===== src/rtl/max7219_rx_pkg.sv =====
// Shared definitions for the MAX7219 serial stream receiver.
// Register addresses and per-device word field positions.
package max7219_rx_pkg;

  localparam logic [3:0] ADDR_NOOP         = 4'h0;
  localparam logic [3:0] ADDR_DIGIT0       = 4'h1;
  localparam logic [3:0] ADDR_DIGIT7       = 4'h8;
  localparam logic [3:0] ADDR_DECODE       = 4'h9;
  localparam logic [3:0] ADDR_INTENSITY    = 4'hA;
  localparam logic [3:0] ADDR_SCAN_LIMIT   = 4'hB;
  localparam logic [3:0] ADDR_SHUTDOWN     = 4'hC;
  localparam logic [3:0] ADDR_DISPLAY_TEST = 4'hF;

  localparam int WORD_W   = 16;
  localparam int ADDR_LSB = 8;
  localparam int DATA_LSB = 0;

  localparam logic [7:0] CNT_MAX = 8'hFF;

  function automatic logic is_digit(input logic [3:0] a);
    return (a >= ADDR_DIGIT0) && (a <= ADDR_DIGIT7);
  endfunction

endpackage


===== src/rtl/max7219_rx_sync.sv =====
// Multi-flop synchronizer with rise/fall detect on the synced level.
// Ports: clk, rst, d (async pin) -> q (synced), rise, fall (1-cycle).
module max7219_rx_sync #(
  parameter int   STAGES = 2,
  parameter logic INIT   = 1'b0
) (
  input  logic clk,
  input  logic rst,
  input  logic d,
  output logic q,
  output logic rise,
  output logic fall
);

  logic [STAGES-1:0] ff;
  logic              prev;

  // Reset loads the idle level so no edge is seen on release.
  always_ff @(posedge clk) begin
    if (rst) begin
      ff   <= {STAGES{INIT}};
      prev <= INIT;
    end else begin
      ff   <= {ff[STAGES-2:0], d};
      prev <= ff[STAGES-1];
    end
  end

  assign q    = ff[STAGES-1];
  assign rise = q & ~prev;
  assign fall = ~q & prev;

endmodule


===== src/rtl/max7219_rx.sv =====
// MAX7219 daisy-chain receiver: shift, latch, decode, framebuffer read.
// Ports: m_cs/m_sclk/m_din in, m_dout cascade, rd_* read port, ctrl + strobes.
module max7219_rx
  import max7219_rx_pkg::*;
#(
  parameter int NUM_DEVICES = 4,
  parameter int SYNC_STAGES = 2,
  localparam int DEV_W = (NUM_DEVICES > 1) ? $clog2(NUM_DEVICES) : 1,
  localparam int SR_W  = WORD_W * NUM_DEVICES
) (
  input  logic                     clk,
  input  logic                     rst,
  input  logic                     m_cs,
  input  logic                     m_sclk,
  input  logic                     m_din,
  output logic                     m_dout,
  input  logic [DEV_W-1:0]         rd_dev,
  input  logic [2:0]               rd_row,
  output logic [7:0]               rd_data,
  output logic [NUM_DEVICES-1:0]   shutdown_n,
  output logic [4*NUM_DEVICES-1:0] intensity,
  output logic [3*NUM_DEVICES-1:0] scan_limit,
  output logic [8*NUM_DEVICES-1:0] decode_mode,
  output logic [NUM_DEVICES-1:0]   disp_test,
  output logic                     frame_strobe,
  output logic                     frame_err
);

  logic cs_q, cs_rise, cs_fall;
  logic sclk_q_unused, sclk_rise, sclk_fall_unused;
  logic din_q, din_rise_unused, din_fall_unused;

  max7219_rx_sync #(.STAGES(SYNC_STAGES), .INIT(1'b1)) u_cs (
    .clk  (clk),
    .rst  (rst),
    .d    (m_cs),
    .q    (cs_q),
    .rise (cs_rise),
    .fall (cs_fall)
  );

  max7219_rx_sync #(.STAGES(SYNC_STAGES), .INIT(1'b0)) u_sclk (
    .clk  (clk),
    .rst  (rst),
    .d    (m_sclk),
    .q    (sclk_q_unused),
    .rise (sclk_rise),
    .fall (sclk_fall_unused)
  );

  max7219_rx_sync #(.STAGES(SYNC_STAGES), .INIT(1'b0)) u_din (
    .clk  (clk),
    .rst  (rst),
    .d    (m_din),
    .q    (din_q),
    .rise (din_rise_unused),
    .fall (din_fall_unused)
  );

  logic [SR_W-1:0] shreg, shreg_nxt;
  logic [7:0]      cnt, cnt_nxt;
  logic            shift_en;
  logic            bad_cnt;

  logic [3:0] w_addr [NUM_DEVICES];
  logic [7:0] w_data [NUM_DEVICES];
  logic [7:0] digit  [NUM_DEVICES][8];

  // cs_rise means cs was low on the previous sample, so a
  // coincident sclk rise still belongs to this frame.
  always_comb begin
    shift_en  = sclk_rise & (~cs_q | cs_rise);
    shreg_nxt = shreg;
    cnt_nxt   = cnt;
    if (shift_en) begin
      shreg_nxt = {shreg[SR_W-2:0], din_q};
      if (cnt != CNT_MAX) cnt_nxt = cnt + 8'd1;
    end
    if (cs_fall) cnt_nxt = '0;
    bad_cnt = (cnt_nxt == 8'd0) | (cnt_nxt[3:0] != 4'd0);
  end

  // Latch decodes from shreg_nxt so the final bit is included.
  always_comb begin
    for (int k = 0; k < NUM_DEVICES; k++) begin
      w_addr[k] = shreg_nxt[WORD_W*k+ADDR_LSB +: 4];
      w_data[k] = shreg_nxt[WORD_W*k+DATA_LSB +: 8];
    end
  end

  always_ff @(posedge clk) begin
    if (rst) begin
      shreg        <= '0;
      cnt          <= '0;
      m_dout       <= 1'b0;
      frame_strobe <= 1'b0;
      frame_err    <= 1'b0;
    end else begin
      shreg        <= shreg_nxt;
      cnt          <= cnt_nxt;
      m_dout       <= shreg_nxt[SR_W-1];
      frame_strobe <= cs_rise;
      frame_err    <= cs_rise & bad_cnt;
    end
  end

  always_ff @(posedge clk) begin
    if (rst) begin
      for (int k = 0; k < NUM_DEVICES; k++) begin
        for (int r = 0; r < 8; r++) digit[k][r] <= '0;
      end
      shutdown_n  <= '0;
      intensity   <= '0;
      scan_limit  <= '0;
      decode_mode <= '0;
      disp_test   <= '0;
    end else if (cs_rise) begin
      for (int k = 0; k < NUM_DEVICES; k++) begin
        unique case (1'b1)
          (w_addr[k] == ADDR_NOOP): ;
          is_digit(w_addr[k]):
            digit[k][3'(w_addr[k] - ADDR_DIGIT0)] <= w_data[k];
          (w_addr[k] == ADDR_DECODE):
            decode_mode[8*k +: 8] <= w_data[k];
          (w_addr[k] == ADDR_INTENSITY):
            intensity[4*k +: 4] <= w_data[k][3:0];
          (w_addr[k] == ADDR_SCAN_LIMIT):
            scan_limit[3*k +: 3] <= w_data[k][2:0];
          (w_addr[k] == ADDR_SHUTDOWN):
            shutdown_n[k] <= w_data[k][0];
          (w_addr[k] == ADDR_DISPLAY_TEST):
            disp_test[k] <= w_data[k][0];
          default: ;
        endcase
      end
    end
  end

  // Reads the pre-latch contents in a latch cycle.
  always_ff @(posedge clk) begin
    if (rst) begin
      rd_data <= '0;
    end else if (int'(rd_dev) < NUM_DEVICES) begin
      rd_data <= digit[rd_dev][rd_row];
    end else begin
      rd_data <= '0;
    end
  end

endmodule


===== config.mk =====
export PLATFORM = sky130hd
export DESIGN_NAME = max7219_rx
export DESIGN_NICKNAME = d
export VERILOG_FILES = /design/src/rtl/max7219_rx_pkg.sv /design/src/rtl/max7219_rx_sync.sv /design/src/rtl/max7219_rx.sv
export SDC_FILE = /design/constraint.sdc
export NUM_CORES = 1
export LEC_CHECK = 0
export CORE_UTILIZATION = 52
export CTS_BUF_LIST = sky130_fd_sc_hd__clkbuf_8
export CTS_CLUSTER_DIAMETER = 50
export DETAILED_ROUTE_END_ITERATION = 12
export PLACE_DENSITY_LB_ADDON = 0.25
export SYNTH_ARGS = -nofsm -noshare
export SYNTH_HDL_FRONTEND = slang
export SYNTH_SLANG_ARGS = --single-unit

===== constraint.sdc =====
create_clock -name clk -period 4.6 [get_ports clk]
set_input_delay 0.46 -clock clk [delete_from_list [all_inputs] [get_ports clk]]
set_output_delay 0.46 -clock clk [all_outputs]
set_load 0.05 [all_outputs]

# Word-level counts from Yosys, hierarchy flattened
# Memory sizes are Yosys's and may differ from the RTL's.
# Cells that the tools add are included.
# op_classes
n_addsub	5
n_lt_le_gt_ge	17
eq_ne	21
muxes	289
bitwise_logic	271
reduce_logical	30
# ops
cell	n
two-way mux 64 bit	5
two-way mux 1 bit	270
bitwise OR 1 bit	258
demux 8 bit (select 3 bit)	4
equality test 4 bit (second input constant)	20
two-way mux 8 bit	9
AND reduction 2 bit	20
binary-select mux 8 bit (select 3 bit)	1
greater-or-equal comparator 4 bit (second input constant)	5
NOT 3 -> 4 bit	5
greater-or-equal comparator 4 x 1 -> 1 bit (second input constant)	4
<= comparator 4 bit (second input constant)	4
less-than comparator 4 x 1 -> 1 bit (second input constant)	4
subtractor 3 x 1 -> 3 bit (second input constant)	4
adder 8 x 1 -> 8 bit (second input constant)	1
logical AND 1 bit	8
logical NOT 8 bit	1
inequality test 8 bit (second input constant)	1
bitwise AND 1 bit	5
nonzero test 4 bit	1
NOT 1 bit	3
# word_totals
ff_bits	159
ram_bits	256
out_inout_bits	79
elab_cells	666
n_memories	1
# mem_list
name	words	width	read_ports	rd_ports_with_merged_regs	write_ports	line_no	source
digit	4	64	1	0	4	max7219_rx.sv:67	logic [7:0] digit [NUM_DEVICES][8];

# Longest topological paths before layout
# Gate-level depths: netlist (run 1).
# logic_depth
ltp_word	13
depth_mapped	15

# By module
# A second synthesis (run 1) with hierarchy kept.
# hier_totals
cells_unflattened	1567
hier_area_um2	17773.3
# modules_own_cells
module	n_inst	cells_per_inst	area_per_inst_um2	seq_area_each_um2
max7219_rx	1	1543	17498.0	9489.1
max7219_rx_sync at u_din ...	2	8	91.3	60.1
max7219_rx_sync at u_cs	1	8	92.6	60.1

# Worst setup path after synthesis (run 1)
# Ideal clock, no wire load.
# synth_path
path_type	register to register
from	register u_cs.ff[1]
to	memory digit[1][32] (netlist bit) (enable)
arrival_time_ps	3689
required_time_ps	4202
setup_slack_ps	513
stages_incl_launch_ff	14
n_path_buf	4
period_less_slack_ps	4087
cell_sequence	dfxtp_1 -> and2_1 -> buf_2 -> nor2_4 -> buf_2 -> buf_2 -> mux2i_1 -> ha_1 -> nor2b_1 -> nor3_1 -> o22ai_1 -> nand3b_1 -> buf_2 -> o41ai_1
# synth_rtl
element	line_no	source
start: declaration	max7219_rx_sync.sv:15	logic [STAGES-1:0] ff;
start signal: assignment	max7219_rx_sync.sv:21	ff <= {STAGES{INIT}};
start signal: assignment	max7219_rx_sync.sv:24	ff <= {ff[STAGES-2:0], d};
end: declaration	max7219_rx.sv:67	

==> metrics.log, run 1 <==
[metrics] CP max-delay cell: sky130_fd_sc_hd__nor2_4
[metrics] Core Area: between 30000 and 40000 um2
[metrics] half-perimeter wire length of the detailed placement result: ~36 mm
[metrics] number of max-slew violations in the final report: 0
[metrics] Peak VDD IR: 210 uV
[metrics] power density over the cells: 344 nW/um2
[metrics] post-CTS clock slew at the launch and capture registers of the worst setup and hold paths: 0.06 ns
[metrics] RD Place Congestion: around 0.9
[metrics] kind of cell with the highest combined delay on the critical path: simple AND/OR/NAND/NOR gates
[metrics] Syn Std Cell Area: 17900 um2
[metrics] Post-DP Area: ~19000 um2
[metrics] RSZ-0062 raised after global routing: false
[metrics] vertical die dimension: 188 um
[metrics] initial core utilization: about 53%
[metrics] Post-Synthesis Net Count: roughly 1600
[metrics] hold slack final: ~0.26 ns
[metrics] post-cts resize count: 0
[metrics] detailed-route DRC error count: 0
[metrics] proportion of netlist area held by the largest area contributor: 31.1%
[metrics] Arr. time, crit path: 4.50 ns
[metrics] Hold Path Class: in2reg
[metrics] Gate Count Post-Synth: between 1500 and 2000
[metrics] count of cell types in the netlist: 80
[metrics] insertion delay of the later-clocked pin in the worst-skew pair: between 0.6 and 0.7 ns
[metrics] number of global-route vias before repair: between 10000 and 15000
[metrics] Final period util: slightly above 90%
[metrics] full die area: around 35000 um2
[metrics] Critical Path Sink Type: register
[metrics] # rows: between 60 and 70
[metrics] Total Wirelength: 51.3 mm
[metrics] cell chain of the critical path: and2_1, nor2_4, mux2i_1, inv_1, ha_1, or3_1, o2111ai_4, o21ai_0
[metrics] maximum number of pins on one net before global-route repair: 100
[metrics] number of max-cap violations: 0
[metrics] max-slew headroom at the worst pin: 16.4%
[metrics] ANT nets after route: 0
[metrics] count of buffers from port buffering: 88
[metrics] number of DRC markers in iteration 0: 1442
[metrics] setup TNS: 0 ns
[metrics] largest stage delay on the critical path: around 0.59 ns
[metrics] Area Growth Syn to Fin: 13.2%
[metrics] dominant synthesized flop cell: sky130_fd_sc_hd__dfxtp_1
[metrics] type of the worst setup path: reg2reg
[metrics] clock tree from TritonCTS: yes
[metrics] number of buffer and inverter instances along the worst setup path: 1
[metrics] maximum achievable frequency: 234 MHz
[metrics] synthesized area divided by synthesized cell count: around 12 um2
[metrics] wire length per cell: approximately 24 um
[metrics] result of the run: completed
[metrics] Final Hold Violating Endpoints: 0
[metrics] Synth area leader: sky130_fd_sc_hd__dfxtp_1
[metrics] I/O pin cnt: 89
[metrics] cts bufs inserted: 61
[metrics] wire length of the first global-routing pass: 77.6 mm
[metrics] sequential element share of the synthesized area: about 54%
[metrics] GR Util All Layers: between 20% and 30%
[metrics] #FFs+latches synth: roughly 410
[metrics] top post-synthesis cells by area: sky130_fd_sc_hd__dfxtp_1 31%, sky130_fd_sc_hd__edfxtp_1 23%, sky130_fd_sc_hd__mux4_2 10%
[metrics] core occupancy in the finished layout: between 60% and 70%
[metrics] maximum fanout along the worst path: 21
[metrics] Via Count: 12900
[metrics] x dimension of the die: between 150 and 200 um
[metrics] antenna violations before repair: 1
[metrics] CTS root buf: sky130_fd_sc_hd__clkbuf_8
[metrics] required time of the critical path: approximately 4.8 ns
[metrics] detail-routed via count per cell: 6.15
[metrics] fraction of final layout cells sized beyond drive strength 1: 16.1%
[metrics] count of flip-flops with a built-in enable after synthesis: 136
[metrics] Period minus WS final: 4.28 ns
[metrics] sinks on the clock net: between 400 and 500
[metrics] transition time of the tightest slew-check pin: 1.22 ns
[metrics] Hold-fix buffers, CTS: 0
[metrics] buffer levels on the longest clock path: 3
[metrics] fraction of registers with async set/reset: 0%
[metrics] warnings from Yosys: 0
[metrics] type of element launching the critical path: register
[metrics] gr ovfl total: 0
[metrics] post-route standard cell area excluding fillers: 20300 um2
[metrics] detailed-routing iteration count for the pre-antenna-repair pass: 7
[metrics] H-tree level count: 2
[metrics] static leakage: 7.76 nW
[metrics] clock tree skew after final layout: 0.0295 ns
[metrics] Final setup violation count: 0
[metrics] post-CTS setup buffer count: 0
[metrics] number of nets in the final layout: ~1600
==> flip-flops by register name, indices dropped and copies added (netlist names) <==
signal	count
u_cs.ff	2
shutdown_n	4
disp_test	4
cnt	8
m_dout	1
digit	256
intensity	16
frame_strobe	1
shreg	63
scan_limit	12
rd_data	8
u_din.ff	2
u_sclk.ff	2
u_cs.prev	1
u_sclk.prev	1
frame_err	1
decode_mode	32
==> logic make-up after synthesis <==
logic type      synth area share (%)
mux                             18.9
compound gates                  8.96
fa+ha+maj                       1.19
buf+inv                         4.20
flops                           53.9
xor+xnor                       0.342
simple gates                    12.5
==> final timing paths <==
path                                 start            to  slack, ns  cells after the start
worst max-delay path            u_cs.ff[1]  digit[0][30]       0.32                      8
worst min-delay path                   rst     shreg[58]       0.26                      2
worst max register to register  u_cs.ff[1]  digit[0][30]       0.32                      8
worst min register to register  u_cs.ff[0]    u_cs.ff[1]       0.42                      1
==> where the power goes <==
group / internal, mW / switching, mW / total, mW
logic: 0.108 / 0.173 / 0.281
registers: 3.82 / 0.0321 / 3.85
clock network: 1.42 / 1.42 / 2.84
total: 5.35 / 1.62 / 6.97
==> worst register-to-register path, stage by stage, from the launching register on <==
cell                        delay [ns]
sky130_fd_sc_hd__dfxtp_1          0.35
sky130_fd_sc_hd__and2_1           0.21
sky130_fd_sc_hd__nor2_4           0.59
sky130_fd_sc_hd__mux2i_1          0.53
sky130_fd_sc_hd__inv_1            0.18
sky130_fd_sc_hd__ha_1             0.45
sky130_fd_sc_hd__or3_1            0.51
sky130_fd_sc_hd__o2111ai_4        0.51
sky130_fd_sc_hd__o21ai_0          0.55
==> through the flow <==
step | setup slack, ns | total power [mW] | std cells
after global placement | 0.609 | 4.20 | 1983
after floorplan | 0.513 | 4.11 | 1529
after detailed placement | 0.389 | 4.21 | 1983
final | 0.321 | 6.97 | 2098
after global routing | 0.0201 | 7.17 | 2096
after CTS | 0.316 | 7.00 | 2096
==> cell usage after synthesis, types with 4 or more instances <==
| cell type | number |
|---|---|
| sky130_fd_sc_hd__edfxtp_1 | 136 |
| sky130_fd_sc_hd__dfxtp_1 | 278 |
| sky130_fd_sc_hd__clkbuf_1 | 66 |
| sky130_fd_sc_hd__and3_1 | 10 |
| sky130_fd_sc_hd__o21ai_0 | 16 |
| sky130_fd_sc_hd__o211a_1 | 5 |
| sky130_fd_sc_hd__buf_2 | 37 |
| sky130_fd_sc_hd__buf_6 | 8 |
| sky130_fd_sc_hd__a21oi_1 | 80 |
| sky130_fd_sc_hd__ha_1 | 17 |
| sky130_fd_sc_hd__nor3_1 | 137 |
| sky130_fd_sc_hd__o41ai_1 | 8 |
| sky130_fd_sc_hd__mux4_2 | 80 |
| sky130_fd_sc_hd__o2111ai_1 | 6 |
| sky130_fd_sc_hd__or2_2 | 9 |
| sky130_fd_sc_hd__nand4_2 | 6 |
| sky130_fd_sc_hd__a311oi_1 | 16 |
| sky130_fd_sc_hd__or3_1 | 5 |
| sky130_fd_sc_hd__xor2_1 | 4 |
| sky130_fd_sc_hd__mux2i_1 | 145 |
| sky130_fd_sc_hd__a22o_1 | 8 |
| sky130_fd_sc_hd__buf_4 | 11 |
| sky130_fd_sc_hd__inv_1 | 35 |
| sky130_fd_sc_hd__a21oi_2 | 4 |
| sky130_fd_sc_hd__nor2_1 | 95 |
| sky130_fd_sc_hd__mux2_2 | 12 |
| sky130_fd_sc_hd__nand3_1 | 6 |
| sky130_fd_sc_hd__o211ai_1 | 4 |
| sky130_fd_sc_hd__a31oi_1 | 21 |
| sky130_fd_sc_hd__a211oi_1 | 29 |
| sky130_fd_sc_hd__o21ai_1 | 5 |
| sky130_fd_sc_hd__nor2b_1 | 13 |
| sky130_fd_sc_hd__and2_1 | 5 |
| sky130_fd_sc_hd__buf_1 | 4 |
| sky130_fd_sc_hd__nand2_1 | 145 |
==> layout make-up <==
cell class / instances / area [um2]
Tap cell: 448 / 561
Inverter: 35 / 133
Clock buffer: 69 / 950
Fill cell: 2778 / 13400
Multi-Input combinational cell: 954 / 7570
Timing Repair Buffer: 132 / 1200
Antenna cell: 2 / 5.00
Clock inverter: 44 / 210
Sequential cell: 414 / 9650
==> cell usage in the layout, fill, tap and decap left out, types with 5 or more instances in the layout <==
master / count
sky130_fd_sc_hd__dfxtp_1: 278
sky130_fd_sc_hd__mux2i_1: 145
sky130_fd_sc_hd__nand2_1: 144
sky130_fd_sc_hd__nor3_1: 137
sky130_fd_sc_hd__edfxtp_1: 136
sky130_fd_sc_hd__nor2_1: 95
sky130_fd_sc_hd__clkdlybuf4s50_1: 85
sky130_fd_sc_hd__a21oi_1: 80
sky130_fd_sc_hd__mux4_2: 80
sky130_fd_sc_hd__clkbuf_8: 69
sky130_fd_sc_hd__inv_1: 60
sky130_fd_sc_hd__buf_4: 46
sky130_fd_sc_hd__a211oi_1: 29
sky130_fd_sc_hd__a31oi_1: 21
sky130_fd_sc_hd__ha_1: 17
sky130_fd_sc_hd__o21ai_0: 16
sky130_fd_sc_hd__a311oi_1: 16
sky130_fd_sc_hd__nor2b_1: 13
sky130_fd_sc_hd__mux2_2: 12
sky130_fd_sc_hd__and3_1: 10
sky130_fd_sc_hd__clkinv_1: 10
sky130_fd_sc_hd__or2_2: 9
sky130_fd_sc_hd__a22o_1: 8
sky130_fd_sc_hd__nand3_1: 6
sky130_fd_sc_hd__nand4_2: 6
sky130_fd_sc_hd__o2111ai_1: 6
sky130_fd_sc_hd__and2_1: 5
sky130_fd_sc_hd__clkinv_2: 5
sky130_fd_sc_hd__o41ai_2: 5
sky130_fd_sc_hd__or3_1: 5
sky130_fd_sc_hd__o211a_1: 5
==> routing by layer <==
metal  GRT usage, %  share of wire [%]  vias to the layer above
met2           47.2                 47                      620
met3           5.82                8.7                      116
met1           38.9                 40                     6350
met5              0                  0                        -
met4           10.8                3.8                        0
li1               -                  -                     5821
Power figures use the tool's default switching activity.
==> inputs of run 2 (changes only) <==
--- a/config.mk
+++ b/config.mk
@@ -9,6 +9,7 @@
 export CTS_BUF_LIST = sky130_fd_sc_hd__clkbuf_8
 export CTS_CLUSTER_DIAMETER = 50
 export DETAILED_ROUTE_END_ITERATION = 12
+export HOLD_SLACK_MARGIN = 0.12
 export PLACE_DENSITY_LB_ADDON = 0.25
 export SYNTH_ARGS = -nofsm -noshare
 export SYNTH_HDL_FRONTEND = slang
==> results of run 2 <==
Same layout as run 1: the final DEF is identical, and so are final timing and power.
